## src/rtl/s_proc_pkg.sv

```systemverilog
// Shared definitions for the s_proc pipeline: default widths and fetch FSM encoding.
package s_proc_pkg;

   localparam int unsigned DefAdrsW  = 8;
   localparam int unsigned DefInstrW = 16;

   // Fetch FSM encoding: IDLE=0, REQ=1, HOLD=2, SYNC=3, ERR=4.
   typedef enum logic [2:0] {
      StIdle = 3'd0,
      StReq  = 3'd1,
      StHold = 3'd2,
      StSync = 3'd3,
      StErr  = 3'd4
   } fetch_state_e;

endpackage

```

## src/rtl/fetch_unit.sv

```systemverilog
// Instruction fetch: reads PC, fetches from instruction memory over req/ack, holds the
// word in an instruction register for the decoder and returns the next PC with a load strobe.
module fetch_unit
   import s_proc_pkg::*;
#(
   parameter int unsigned ADRS_W  = DefAdrsW,
   parameter int unsigned INSTR_W = DefInstrW,
   parameter int unsigned TIMEOUT = 15
) (
   input  logic               clk,
   input  logic               clr,
   input  logic               fetch_en,
   input  logic [ADRS_W-1:0]  pc_adrs,
   output logic [ADRS_W-1:0]  pc_next,
   output logic               en_pc,
   output logic               mem_req,
   output logic [ADRS_W-1:0]  mem_adrs,
   input  logic               mem_ack,
   input  logic [INSTR_W-1:0] mem_rdata,
   output logic [INSTR_W-1:0] ir_out,
   output logic               ir_valid,
   input  logic               ir_ready,
   input  logic               branch_taken,
   input  logic [ADRS_W-1:0]  branch_target,
   output logic               fetch_err
);

   localparam int unsigned CntW = $clog2(TIMEOUT + 1);

   fetch_state_e       state_q, state_d;
   logic [ADRS_W-1:0]  pc_next_q, pc_next_d;
   logic [ADRS_W-1:0]  mem_adrs_q, mem_adrs_d;
   logic [INSTR_W-1:0] ir_q, ir_d;
   logic [CntW-1:0]    cnt_q, cnt_d;
   logic               mem_req_q, mem_req_d;
   logic               en_pc_q, en_pc_d;
   logic               ir_valid_q, ir_valid_d;
   logic               err_q, err_d;
   logic [CntW-1:0]    cnt_inc;

   assign cnt_inc = cnt_q + CntW'(1);

   // Next-state and registered-output logic for the fetch FSM.
   always_comb begin
      state_d    = state_q;
      pc_next_d  = pc_next_q;
      mem_adrs_d = mem_adrs_q;
      ir_d       = ir_q;
      cnt_d      = cnt_q;
      mem_req_d  = mem_req_q;
      en_pc_d    = 1'b0;
      ir_valid_d = ir_valid_q;
      err_d      = err_q;

      case (state_q)
         StIdle: begin
            if (fetch_en) begin
               state_d    = StReq;
               mem_adrs_d = pc_adrs;
               mem_req_d  = 1'b1;
               cnt_d      = '0;
            end
         end
         StReq: begin
            if (mem_ack) begin
               state_d    = StHold;
               ir_d       = mem_rdata;
               ir_valid_d = 1'b1;
               mem_req_d  = 1'b0;
            end else if (cnt_inc == CntW'(TIMEOUT)) begin
               // TIMEOUT consecutive REQ cycles without an ack.
               state_d   = StErr;
               err_d     = 1'b1;
               mem_req_d = 1'b0;
            end else begin
               cnt_d = cnt_inc;
            end
         end
         StHold: begin
            if (ir_ready) begin
               state_d    = StSync;
               ir_valid_d = 1'b0;
               en_pc_d    = 1'b1;
               // Sequential increment wraps modulo 2^ADRS_W.
               pc_next_d  = branch_taken ? branch_target : mem_adrs_q + ADRS_W'(1);
            end
         end
         StSync: begin
            // Fetch resumes from pc_next, which the PC is loading this same cycle.
            if (fetch_en) begin
               state_d    = StReq;
               mem_adrs_d = pc_next_q;
               mem_req_d  = 1'b1;
               cnt_d      = '0;
            end else begin
               state_d = StIdle;
            end
         end
         StErr: begin
            mem_req_d  = 1'b0;
            ir_valid_d = 1'b0;
            err_d      = 1'b1;
         end
         default: begin
            state_d    = StIdle;
            mem_req_d  = 1'b0;
            ir_valid_d = 1'b0;
         end
      endcase
   end

   // State register with synchronous active-high clear.
   always_ff @(posedge clk) begin
      if (clr) begin
         state_q    <= StIdle;
         pc_next_q  <= '0;
         mem_adrs_q <= '0;
         ir_q       <= '0;
         cnt_q      <= '0;
         mem_req_q  <= 1'b0;
         en_pc_q    <= 1'b0;
         ir_valid_q <= 1'b0;
         err_q      <= 1'b0;
      end else begin
         state_q    <= state_d;
         pc_next_q  <= pc_next_d;
         mem_adrs_q <= mem_adrs_d;
         ir_q       <= ir_d;
         cnt_q      <= cnt_d;
         mem_req_q  <= mem_req_d;
         en_pc_q    <= en_pc_d;
         ir_valid_q <= ir_valid_d;
         err_q      <= err_d;
      end
   end

   assign pc_next   = pc_next_q;
   assign en_pc     = en_pc_q;
   assign mem_req   = mem_req_q;
   assign mem_adrs  = mem_adrs_q;
   assign ir_out    = ir_q;
   assign ir_valid  = ir_valid_q;
   assign fetch_err = err_q;

endmodule

```

## config.mk

```make
export PLATFORM = sky130hd
export DESIGN_NAME = fetch_unit
export DESIGN_NICKNAME = d
export VERILOG_FILES = /design/src/rtl/s_proc_pkg.sv /design/src/rtl/fetch_unit.sv
export SDC_FILE = /design/constraint.sdc
export NUM_CORES = 1
export LEC_CHECK = 0
export CAP_MARGIN = 5
export CORE_ASPECT_RATIO = 0.8
export CORE_MARGIN = 2
export CORE_UTILIZATION = 44
export CTS_CLUSTER_SIZE = 25
export DETAILED_ROUTE_END_ITERATION = 8
export PLACE_DENSITY_LB_ADDON = 0.05
export SLEW_MARGIN = 15
export SYNTH_ARGS = -nofsm -noshare
export SYNTH_HDL_FRONTEND = slang
export SYNTH_SLANG_ARGS = --single-unit
```

## constraint.sdc

```tcl
create_clock -name clk -period 2.4 [get_ports clk]
set_input_delay 0.6 -clock clk [delete_from_list [all_inputs] [get_ports clk]]
set_output_delay 0.6 -clock clk [all_outputs]
set_load 0.005 [all_outputs]
```

==> results of run 1 <==
## worst min-delay path, delay by kind of cell (launching register included)
family,cells,cell delay [ns]
AOI/OAI and AO/OA,1,0.05
DFF,1,0.31
and+or+nand+nor,1,0.05
## per-layer routing
metal | wire length [um] | global-route usage (%) | share of wire (%) | vias to the layer above
met2 | 2120 | 32.7 | 41 | 66
met1 | 2500 | 29.7 | 48 | 897
li1 | - | - | - | 1024
met3 | 465 | 6.69 | 9.0 | 7
met5 | 0 | 0 | 0 | -
met4 | 67 | 6.47 | 1.3 | 0
## metrics by stage
step	util (%)	std cells	setup WS [ns]	total power [W]
CTS	67.3	384	0.389	0.00156
detailed placement	65.4	376	0.0878	0.00113
finish	67.3	384	0.377	0.00155
global route	67.3	384	0.299	0.00164
global placement	65.4	376	0.130	0.00113
floorplan	-	253	0.669	0.000958
## layout by cell type (no fill, tap or decap), drive strengths merged, types with 2 or more instances in the layout
cell,count
mux2i,2
clkinv,2
clkbuf,7
xor2,3
nor2,21
a211oi,4
nand3,15
o21ai,11
and3,3
buf,8
nand2,61
a31oi,7
nand3b,2
or3,2
a311oi,8
xnor2,4
nor2b,3
clkdlybuf4s50,73
inv,6
a21oi,22
dfxtp,43
nor3,4
ha,3
## cells by family after synthesis
family,count (synthesis),share of synthesized area (%)
AO/OA/AOI/OAI,58,19.7
XOR/XNOR,7,3.05
adder cells (fa/ha/maj),3,1.87
buffers and inverters,22,4.86
flip-flops,43,42.8
multiplexers,2,0.996
AND/OR/NAND/NOR,118,26.7
## cell type report
class	instances	area (um2)
Fill cell	373	1400
Multi-Input combinational cell	188	1050
Clock buffer	7	76.3
Inverter	7	26.3
Timing Repair Buffer	81	791
Tap cell	57	71.3
Clock inverter	1	5.00
Sequential cell	43	861
## how the worst min path moves through the flow
stage	slack, ns	depth (start not counted)	end
3_3_place_gp	0.44	2	ir_out[3]$_SDFFE_PP0P_
6_report	0.45	2	ir_out[1]$_SDFFE_PP0P_
3_5_place_dp	0.45	2	ir_out[1]$_SDFFE_PP0P_
4_1_cts	0.46	2	ir_out[1]$_SDFFE_PP0P_
2_1_floorplan	0.45	2	ir_out[0]$_SDFFE_PP0P_
5_1_grt	0.47	2	ir_out[1]$_SDFFE_PP0P_
## state kept, by name, indices dropped and copies added, names as in the netlist
signal     cells
cnt_q          4
ir_out        16
ir_valid       1
mem_adrs       8
fetch_err      1
mem_req        1
state_q        3
en_pc          1
pc_next        8
## where the power goes
part	switching (W)	total [W]	internal, W
Sequential	0.0000408	0.000794	0.000753
Clock	0.000231	0.000435	0.000204
Combinational	0.000141	0.000323	0.000181
==> metrics.txt, run 1 <==
nets=367; CP Max Fanout=8; path depth of the worst reg2reg path=6; Critical Path RT=2.58 ns; Final setup viols=0; CTS H-Tree Depth=2; GPL Wtd Cong=0.878; # clock sinks=43; die height=64.4 um; top-count cell post-synth=nand2_1; WHS=0.454 ns; Final period util=84.3%; Worst R2R Start=cnt_q[0]$_SDFFE_PP0P_; Design Area, Final=0.00288 mm2; Rows=21; Port Buf Inserts=73; Seq/Total Area, Yosys=42.8%; DR vias=1,994; DRT iter0 DRCs=90; clock latency on the worst-skew pair=0.29 ns; Post-DP Area=0.00280 mm2; drt total wl=5150 um; DR vias/cell=5.19; layout cells sized above 1=7.34%; dominant cells by area after synthesis=dfxtp_1, nand2_1, a21oi_1; worst hold-check path type=reg -> reg; initial antenna violation count=0; GRT overflow=0; reg2reg setup slack=0.54 ns; Hold Vio Cnt, Final=0; Buf/Inv on CP=1; Worst path slowest cell=or4b_1; ANT nets after route=0; Synth top area share=42.8%; Core Footprint=0.00428 mm2; dpl hpwl=3730 um; Final Critical Period=2.02 ns; Reg2Reg Capture Point=state_q[0]$_SDFFE_PP0P_; fmax=0.494 GHz; CP startpoint=mem_ack; RSZ-0062 raised after global routing=no; Starting Density=46.9%; Synth Net Count=294; Post-synth top cells=nand2_1, dfxtp_1, nor2_1; Worst setup EP type=flop; Post-Syn Area=0.00201 mm2; EDFF count, synth=0; worst path cell trace=clkdlybuf4s50_1, or4b_1, a31oi_2, o21ai_2, a31oi_1, o21ai_0; CP Launch Type=primary input; total CTS buffers=5; pin count of the biggest net entering global routing=40; LEAKAGE=1.04 nW; Total GRT Usage=21.6%; post-CTS setup-driven buffer insertion count=0; drt wl/cell=13.4 um; Root Buffer=clkbuf_8; number of iterations in the first detailed-routing pass=4; n_diodes=0; final setup TNS=0 ns; Die ar.=0.00513 mm2; Synth warnings=0; Synth cell types=44; kind of critical path=in -> reg; worst vdd ir=0.257 mV; crit-path max cell delay=0.51 ns; Post-synth ARST share=0%; outcome=complete, no violations; number of I/O pins=74; TritonCTS clock tree=built; arrival time at the worst endpoint=2.20 ns; Die W=79.6 um; # DRC=0; hold_sp=ir_out[1]$_SDFFE_PP0P_; global-route wire length before repair=8730 um; Mapped Cells=253; Mapped Avg Cell Area=7.94 um2; Max Cap Violations=0; Max clock buf depth=2; worst slew pin tran=0.500 ns; Final Skew=0.00963 ns; Synth area leader=dfxtp_1; number of synthesized register bits=43; ys flop type=dfxtp_1; synth-to-layout area growth=43.4%; pwr dens=538 mW/mm2; critical path depth=6; Worst setup endpoint=cnt_q[3]$_SDFFE_PP0P_; Clock transition at path regs=0.07 ns; cts hold-fix bufs=0; Top delay family on crit path=compound AO/OA/AOI/OAI gates; Pins Over Slew Limit=0; Max-Slew Margin vs Limit=66.6%; via count of the first global-routing pass=1,849; post_cts resized=0
Note: power is estimated with default switching activity, not from simulation.
==> run 2, diff against run 1 <==
Clock period 2.4 ns to 2.12 ns, I/O delays scaled along.
==> run 2 against run 1 <==
Net effect:
- die area unchanged
- largest power group unchanged
- hold slack about the same
- critical path type unchanged
- largest cell class unchanged
- clock power up 29%
==> metrics.txt, run 2 (synthesis gave the netlist of run 1 again) <==
Final setup viols=0; Core Footprint=0.00428 mm2; Reg2Reg Capture Point=cnt_q[3]$_SDFFE_PP0P_; number of I/O pins=74; # clock sinks=43; fmax=0.521 GHz; commonest non-fill, non-tap cells in the layout=clkdlybuf4s50_1, nand2_1, dfxtp_1, nor2_1, a21oi_1; synth-to-layout area growth=46.5%; worst vdd ir=0.325 mV; drt wl/cell=13.7 um; Buf/Inv on CP=1; Design Area, Final=0.00294 mm2; post_cts resized=0; Pins Over Slew Limit=0; cts hold-fix bufs=0; GPL Wtd Cong=0.864; CP Max Fanout=8; GRT overflow=0; crit-path max cell delay=0.50 ns; fill count=367; Max-Slew Margin vs Limit=65.4%; Top delay family on crit path=compound AO/OA/AOI/OAI gates; Worst path slowest cell=or4b_1; dpl cells=380; CP Launch Type=primary input; global-route wire length before repair=8820 um; post-CTS setup-driven buffer insertion count=0; pin count of the biggest net entering global routing=40; n_diodes=0; Worst R2R Start=state_q[0]$_SDFFE_PP0P_; Starting Density=46.9%; hold_sp=ir_out[1]$_SDFFE_PP0P_; layout cells sized above 1=8.76%; Root Buffer=clkbuf_8; dpl hpwl=3880 um; DR vias/cell=5.25; Met1 Wirelength=2510 um; number of iterations in the first detailed-routing pass=4; Clock transition at path regs=0.08 ns; met3 routed WL=420 um; Max Cap Violations=0; Max clock buf depth=2; CTS H-Tree Depth=2; Critical Path RT=2.30 ns; die height=64.4 um; Final period util=90.6%; Total GRT Usage=22.1%; total CTS buffers=5; path depth of the worst reg2reg path=5; Worst Hold Depth=2; Hold Path Sink=ir_out[1]$_SDFFE_PP0P_; RSZ-0062 raised after global routing=no; WHS=0.454 ns; kind of critical path=in -> reg; DR vias=2,038; max layer used=met4; Post-DP Area=0.00284 mm2; Rows=21; Final Skew=0.00494 ns; Final Critical Period=1.92 ns; ANT nets after route=0; worst hold-check path type=reg -> reg; TritonCTS clock tree=built; initial antenna violation count=0; clock latency on the worst-skew pair=0.29 ns; outcome=complete, no violations; reg2reg setup slack=0.28 ns; Die ar.=0.00513 mm2; Hold Vio Cnt, Final=0; Port Buf Inserts=73; met2 routed WL=2330 um; via count of the first global-routing pass=1,841; Die W=79.6 um; arrival time at the worst endpoint=2.10 ns; Non-Filler Instances=388; LEAKAGE=1.08 nW; pwr dens=624 mW/mm2; Worst setup EP type=flop; max reg flops=16; worst path cell trace=clkdlybuf4s50_1, or4b_1, a31oi_2, o21ai_2, a31oi_1, o21ai_0; nets=371; worst slew pin tran=0.518 ns; most common cell after layout, fill and taps aside=clkdlybuf4s50_1; DRT iter0 DRCs=74; drt total wl=5310 um; # DRC=0
## run 2: cell count changes in the layout (fill, tap and decap cells not counted), sizes merged
cell / before / now
buf: 8 / 12
clkinv: 2 / 1
clkbuf: 7 / 8
## run 2: through the flow
step | total power (W) | utilization [%] | setup TNS [ns] | setup slack [ns]
6_report | 0.00184 | 68.7 | 0 | 0.199
5_1_grt | 0.00193 | 68.7 | 0 | 0.105
4_1_cts | 0.00184 | 68.7 | 0 | 0.213
3_5_place_dp | 0.00129 | 66.4 | -0.219 | -0.106
3_3_place_gp | 0.00128 | 66.4 | -0.0791 | -0.0300
2_1_floorplan | 0.00108 | - | 0 | 0.439
## run 2: worst register-to-register path, cell delays in order, from the launching register on
cell	delay (ns)
dfxtp_1	0.56
or4b_1	0.51
a31oi_2	0.20
o21ai_2	0.15
a31oi_1	0.21
o21ai_0	0.10
## run 2: area by class of cell
type / instances / area (um2) / share of cell area, %
sequential: 43 / 861 / 29.3
timing repair buffer: 85 / 833 / 28.3
inverter: 7 / 26.3 / 0.893
tap: 57 / 71.3 / 2.42
multi-input combinational: 188 / 1050 / 35.7
clock buffer: 8 / 100 / 3.40
## run 2: layer usage
layer | GRT usage [%] | up-vias
li1 | - | 1032
met5 | 0 | -
met4 | 5.82 | 0
met2 | 33.5 | 70
met3 | 5.99 | 5
met1 | 30.9 | 931
## run 2: worst max-delay path by stage
stage                              endpoint  slack, ns                  start  cells after the start
global placement      cnt_q[2]$_SDFFE_PP0P_      -0.03                mem_ack                      6
CTS                   cnt_q[3]$_SDFFE_PP0P_       0.21                mem_ack                      6
detailed placement    cnt_q[3]$_SDFFE_PP0P_      -0.11                mem_ack                      6
global route          cnt_q[2]$_SDFFE_PP0P_       0.11                mem_ack                      6
finish                cnt_q[3]$_SDFFE_PP0P_       0.20                mem_ack                      6
floorplan           state_q[0]$_SDFFE_PP0P_       0.44  cnt_q[0]$_SDFFE_PP0P_                      6
## run 2: power breakdown
group	leakage, nW	internal, W	switching (W)
Combinational	0.674	0.000210	0.000163
Clock	0.0515	0.000297	0.000264
Sequential	0.350	0.000852	0.0000489
